`config.mk`:
```
export PLATFORM = sky130hd
export DESIGN_NAME = tomasulo_cdb_arb
export DESIGN_NICKNAME = d
export VERILOG_FILES = /design/src/rtl/tomasulo_cdb_arb.sv
export SDC_FILE = /design/constraint.sdc
export NUM_CORES = 1
export LEC_CHECK = 0
export BUFFER_PORTS_ARGS = -buffer_cell sky130_fd_sc_hd__buf_2
export CORE_MARGIN = 3
export CORE_UTILIZATION = 35
export CTS_CLUSTER_DIAMETER = 60
export DETAILED_ROUTE_END_ITERATION = 8
export GPL_ROUTABILITY_DRIVEN = 0
export PLACE_DENSITY = 0.67
export SLEW_MARGIN = 10
export SYNTH_ARGS = -nofsm -noshare
export SYNTH_HDL_FRONTEND = slang
export SYNTH_SLANG_ARGS = --single-unit
```
`constraint.sdc`:
```
create_clock -name clk -period 8 [get_ports clk]
set_input_delay 2.4 -clock clk [delete_from_list [all_inputs] [get_ports clk]]
set_output_delay 2.4 -clock clk [all_outputs]
set_load 0.02 [all_outputs]
```
`src/rtl/tomasulo_cdb_arb.sv`:
```
// Common data bus arbiter: one holding slot per execution unit, round-robin
// grant among occupied slots, registered single-word CDB broadcast.
module tomasulo_cdb_arb #(
    parameter int N_REQ = 4,
    parameter int TAG_W = 4,
    parameter int W     = 32
) (
    input  logic                         clk,
    input  logic                         rst,
    input  logic                         flush,
    input  logic [N_REQ-1:0]             req_vld,
    input  logic [N_REQ-1:0][TAG_W-1:0]  req_tag,
    input  logic [N_REQ-1:0][W-1:0]      req_wdata,
    output logic [N_REQ-1:0]             req_rdy,
    output logic                         cdb_vld_r,
    output logic [TAG_W-1:0]             cdb_tag_r,
    output logic [W-1:0]                 cdb_wdata_r
);

    localparam int PTR_W = $clog2(N_REQ);
    localparam logic [PTR_W:0] N_EXT = (PTR_W + 1)'(N_REQ);

    logic [N_REQ-1:0]             slot_vld_q, slot_vld_d;
    logic [N_REQ-1:0][TAG_W-1:0]  slot_tag_q, slot_tag_d;
    logic [N_REQ-1:0][W-1:0]      slot_data_q, slot_data_d;
    logic [PTR_W-1:0]             ptr_q, ptr_d;
    logic                         cdb_vld_q, cdb_vld_d;
    logic [TAG_W-1:0]             cdb_tag_q, cdb_tag_d;
    logic [W-1:0]                 cdb_data_q, cdb_data_d;

    logic [N_REQ-1:0]             gnt;
    logic [N_REQ-1:0]             accept;
    logic                         gnt_any;
    logic [PTR_W-1:0]             gnt_idx;
    logic [PTR_W:0]               idx_sum;
    logic [PTR_W:0]               ptr_inc;

    // Scan occupied slots starting at ptr, wrapping modulo N_REQ.
    always_comb begin
        gnt_any = 1'b0;
        gnt_idx = '0;
        idx_sum = '0;
        for (int k = 0; k < N_REQ; k++) begin
            idx_sum = {1'b0, ptr_q} + (PTR_W + 1)'(k);
            if (idx_sum >= N_EXT) begin
                idx_sum = idx_sum - N_EXT;
            end
            if (!gnt_any && !flush && slot_vld_q[idx_sum[PTR_W-1:0]]) begin
                gnt_any = 1'b1;
                gnt_idx = idx_sum[PTR_W-1:0];
            end
        end
        gnt = gnt_any ? (N_REQ'(1) << gnt_idx) : '0;
    end

    // A granted slot frees itself this cycle, so its unit may refill it.
    for (genvar gi = 0; gi < N_REQ; gi++) begin : g_rdy
        assign req_rdy[gi] = (~slot_vld_q[gi] | gnt[gi]) & ~rst & ~flush;
        assign accept[gi]  = req_vld[gi] & req_rdy[gi];
    end

    always_comb begin
        slot_vld_d  = slot_vld_q;
        slot_tag_d  = slot_tag_q;
        slot_data_d = slot_data_q;
        for (int i = 0; i < N_REQ; i++) begin
            if (flush) begin
                slot_vld_d[i] = 1'b0;
            end else if (accept[i]) begin
                slot_vld_d[i]  = 1'b1;
                slot_tag_d[i]  = req_tag[i];
                slot_data_d[i] = req_wdata[i];
            end else if (gnt[i]) begin
                slot_vld_d[i] = 1'b0;
            end
        end
    end

    always_comb begin
        ptr_inc = {1'b0, gnt_idx} + (PTR_W + 1)'(1);
        ptr_d   = ptr_q;
        if (gnt_any) begin
            ptr_d = (ptr_inc == N_EXT) ? '0 : ptr_inc[PTR_W-1:0];
        end
        cdb_vld_d  = gnt_any;
        cdb_tag_d  = gnt_any ? slot_tag_q[gnt_idx]  : '0;
        cdb_data_d = gnt_any ? slot_data_q[gnt_idx] : '0;
    end

    always_ff @(posedge clk) begin
        if (rst) begin
            slot_vld_q  <= '0;
            slot_tag_q  <= '0;
            slot_data_q <= '0;
            ptr_q       <= '0;
            cdb_vld_q   <= 1'b0;
            cdb_tag_q   <= '0;
            cdb_data_q  <= '0;
        end else begin
            slot_vld_q  <= slot_vld_d;
            slot_tag_q  <= slot_tag_d;
            slot_data_q <= slot_data_d;
            ptr_q       <= ptr_d;
            cdb_vld_q   <= cdb_vld_d;
            cdb_tag_q   <= cdb_tag_d;
            cdb_data_q  <= cdb_data_d;
        end
    end

    assign cdb_vld_r   = cdb_vld_q;
    assign cdb_tag_r   = cdb_tag_q;
    assign cdb_wdata_r = cdb_data_q;

endmodule

```
==> flow_results.org <==
** Worst setup path
- Data on the critical path arrives at its endpoint at between 4 and 5 ns.
- Cell at the slowest stage of the critical path :: sky130_fd_sc_hd__nor4_1
- Buffers plus inverters on the worst setup path :: 4
- The largest single stage delay on the critical path is 0.57 ns.
- Required time of the critical path :: 5.60 ns
- Kind of start point of the critical path :: input pin
- Crit. End Element :: primary output
- Along the worst path, the maximum fanout reaches 35.
- Most used cell, CP :: sky130_fd_sc_hd__buf_2
- The critical path goes through buf_2, nor4_1, a31oi_1, o21a_1, inv_2, buf_4, a21boi_0, nor2_1, buf_2.
- Top cell family by delay on the critical path :: buffers and inverters
- Category of the most critical setup path :: in2out

** Routing
- Post-route antenna net violation count :: 0
- In the final routed layout, each cell accounts on average for approximately 18 microns.
- After detailed routing, the number of remaining DRC violations is 0.
- In this run, the number of DRC markers left after iteration 0 of detailed routing was 382.
- Total number of vias :: between 6000 and 7000
- The pre-antenna-repair detailed-routing pass consisted of 5 iterations.
- Vias/cell :: around 5.2
- Routed Wire Length :: about 21000 microns

** Logic synthesis
- Post-synthesis cell count :: 769
- Portion of synthesized cell area occupied by the leading cell type :: 0.4721
- Async SR Flop Fraction :: 0
- Synth area leaders :: sky130_fd_sc_hd__dfxtp_1 (47%), sky130_fd_sc_hd__mux2_2 (9.7%), sky130_fd_sc_hd__nor2b_1 (5.8%)
- Average cell area after synthesis :: 10.31 sq um
- Of the synthesized area, sequential elements account for 0.4721.
- Most instantiated flip-flop cell in the synthesis netlist :: sky130_fd_sc_hd__dfxtp_1
- #FFs+latches synth :: 187
- The synthesized design spends more area on one cell type than any other, namely sky130_fd_sc_hd__dfxtp_1.
- Yosys mapped the design onto 47 distinct sky130hd cell types.
- The synthesized design contains 0 enable-type register cells.
- Synthesized net count :: between 900 and 1000
- The Yosys step of the flow raised 0 warnings.
- Summing every instance area after synthesis gives 7930 sq um.

** STA
- Across all setup checks in the final design, the least slack found is approximately 0.95 ns.
- Summed over all failing endpoints, the final setup total negative slack is 0 ns.
- Shortest clock period the worst path allows after layout :: 7.050 ns
- Portion of the clock cycle consumed by the worst path in the final layout :: 0.8813
- Final slew viol count :: 0
- On the final layout, the worst clock skew is between 0.01 and 0.015 ns.
- Setup violations remaining at the end of the flow were counted as 0.
- In this run the tightest slew margin relative to its limit is 0.3642.
- At the pin with the least slew margin, the transition time is 0.9514 ns.
- Min Hold Slack :: between 0.4 and 0.5 ns
- Max Clk Rate :: 141.8 MHz
- Setup repair after global routing left no endpoint under its margin.
- The number of endpoints with negative hold slack in the final report is 0.

** Cells and area
- Fraction of layout instances using a drive strength above 1 :: 0.3405
- Layout fillers :: about 2100
- After routing the design area is 9570 sq um.
- In the final layout, the multi-input gates occupy ~3800 sq um.
- Nets :: roughly 1100
- Sequential Area :: about 3700 sq um
- Area overhead of the layout relative to synthesis :: 20.68%

** Floorplan
- Cell Rows :: 54
- Area of the die :: ~25000 sq um
- The initial utilization of the core area, before any placement, comes to 0.3600.
- Die outline width :: between 150 and 200 microns
- Number of top-level pins :: about 190
- The die is approximately 160 microns tall.
- The core region is ~22000 sq um.

** Pwr
- Leakage power figure :: 0.004032 uW
- Power spread over the standard cell area amounts to about 280 nW/um^2.
- VDD sags by at most 0.0001494 V.

** Clocking
- The clock drives approximately 190 sinks.
- Clock tree from TritonCTS :: yes
- The number of setup buffers added after CTS is 0.
- Resized cells post-CTS :: 0
- The later pin in the worst-skew pair is clocked with a latency of around 0.43 ns.
- In this run the number of H-tree levels came out at 4.
- Buffers inserted during clock tree synthesis total 17.
- Hold buffers post-CTS :: 0
- Buffer cell driving the clock tree root :: sky130_fd_sc_hd__clkbuf_16
- After clock tree synthesis, the clock-pin slew on the worst setup and hold paths is 0.07 ns.
- Number of buffers between clock root and the deepest sink :: 2

** Placed design
- After detailed placement, the total cell area comes to 8965 sq um.
- Pre-CTS WS :: between 0.9 and 1 ns
- During placement, the flow inserted port buffers numbering between 150 and 200.
- Half-perimeter wire length of the detailed placement result :: between 10000 and 15000 microns

** Global routing
- Initial antenna violation count :: 7
- Via count of the first global-routing pass :: approximately 6400
- Summed over all layers, the global routing overflow is 0.
- In the global route stage, overall resource usage came out at 0.1737.
- Global-route wire length before repair :: roughly 34000 microns
- Entering global routing, the biggest net connects 72 pins.

** Run
- Across the run, the number of max-cap violations was 0.

** Status
- Status :: completed

** Min path
- The worst hold path belongs to the class reg2reg.
power by group:
group	total, uW	internal, uW	leakage [uW]	switching, uW
registers	1100	1040	0.00153	55.7
clock network	864	461	0.000290	403
logic	738	253	0.00222	485
registers in the layout (all words and copies together) (netlist names):
signal,count
cdb_wdata_r,32
cdb_tag_r,4
ptr_q,2
slot_tag_q,16
cdb_vld_r,1
slot_data_q,128
slot_vld_q,4
cell families (layout without fill, tap and decap cells):
logic type / count (synthesis) / after routing / share of synthesized area
mux: 114 / 114 / 0.1556
compound gates: 141 / 141 / 0.1572
fa+ha+maj: 1 / 1 / 0.001578
flops: 187 / 187 / 0.4721
simple gates: 248 / 248 / 0.1600
other cells: 0 / 2 / 0
buf+inv: 77 / 242 / 0.05254
xor+xnor: 1 / 1 / 0.001105
worst reg2reg max path, cell delays in order, from the launching register on:
cell,delay (ns)
sky130_fd_sc_hd__dfxtp_1,0.70
sky130_fd_sc_hd__nor2b_1,0.28
sky130_fd_sc_hd__o32ai_1,0.14
sky130_fd_sc_hd__or4_4,0.46
sky130_fd_sc_hd__o31ai_1,0.09
sky130_fd_sc_hd__o21a_1,0.39
sky130_fd_sc_hd__inv_2,0.07
sky130_fd_sc_hd__buf_4,0.27
sky130_fd_sc_hd__buf_4,0.33
sky130_fd_sc_hd__a31oi_4,0.69
sky130_fd_sc_hd__buf_4,0.42
sky130_fd_sc_hd__mux2_2,0.39
metal layers:
metal,GRT usage,vias up,routed length [microns]
met5,0,-,73
met4,0.04544,12,270
met3,0.06056,32,1675
met2,0.2950,213,10210
met1,0.2103,2994,9234
li1,-,3090,-
cell usage after synthesis, types with 2 or more instances:
master / n
sky130_fd_sc_hd__mux2_2: 68
sky130_fd_sc_hd__mux2i_1: 40
sky130_fd_sc_hd__a32o_1: 37
sky130_fd_sc_hd__o21ai_0: 4
sky130_fd_sc_hd__a211oi_1: 40
sky130_fd_sc_hd__a31oi_4: 2
sky130_fd_sc_hd__nor3b_1: 2
sky130_fd_sc_hd__nor4_1: 2
sky130_fd_sc_hd__inv_1: 6
sky130_fd_sc_hd__buf_2: 16
sky130_fd_sc_hd__buf_6: 10
sky130_fd_sc_hd__o31ai_1: 2
sky130_fd_sc_hd__dfxtp_1: 187
sky130_fd_sc_hd__nor3_1: 4
sky130_fd_sc_hd__and2_1: 3
sky130_fd_sc_hd__or2_2: 2
sky130_fd_sc_hd__nor2b_1: 74
sky130_fd_sc_hd__a21oi_1: 7
sky130_fd_sc_hd__buf_4: 8
sky130_fd_sc_hd__and3_1: 37
sky130_fd_sc_hd__nand2_1: 71
sky130_fd_sc_hd__clkbuf_1: 34
sky130_fd_sc_hd__o21a_1: 4
sky130_fd_sc_hd__nor2_1: 47
sky130_fd_sc_hd__a311oi_1: 35
sky130_fd_sc_hd__mux2_1: 6
metrics by stage:
step	std cells	utilization	power, uW
6_report	1216	0.4345	2698
5_1_grt	1215	0.4344	2841
4_1_cts	1214	0.4343	2728
3_5_place_dp	1182	0.4070	1856
3_3_place_gp	1182	0.4070	1845
2_1_floorplan	769	-	1644
path summary, 6_finish.rpt:
kind	endpoint	start	cells past startpoint	slack [ns]
min reg2reg	slot_data_q[126]	slot_data_q[126]	1	0.46
min	slot_data_q[126]	slot_data_q[126]	1	0.46
max	req_rdy[0]	flush	9	0.95
max reg2reg	slot_data_q[13]	ptr_q[0]	11	3.64
cell type report:
type	count	area share
multi-input combinational	505	0.3968
inverter	8	0.003399
clock inverter	13	0.01543
clock buffer	19	0.04733
antenna	2	0.0005229
sequential	187	0.3912
tap	280	0.03661
timing repair buffer	202	0.1088
cells in the final DEF, fill, tap and decap left out, drive strengths merged, types with 8 or more instances in the layout:
cell,n
and3,37
nand2,73
a211oi,40
a311oi,36
buf,202
dfxtp,187
inv,16
mux2,74
nor2b,74
mux2i,40
nor2,47
clkbuf,19
a32o,37
a21oi,8
(Power assumes the default switching activity.)
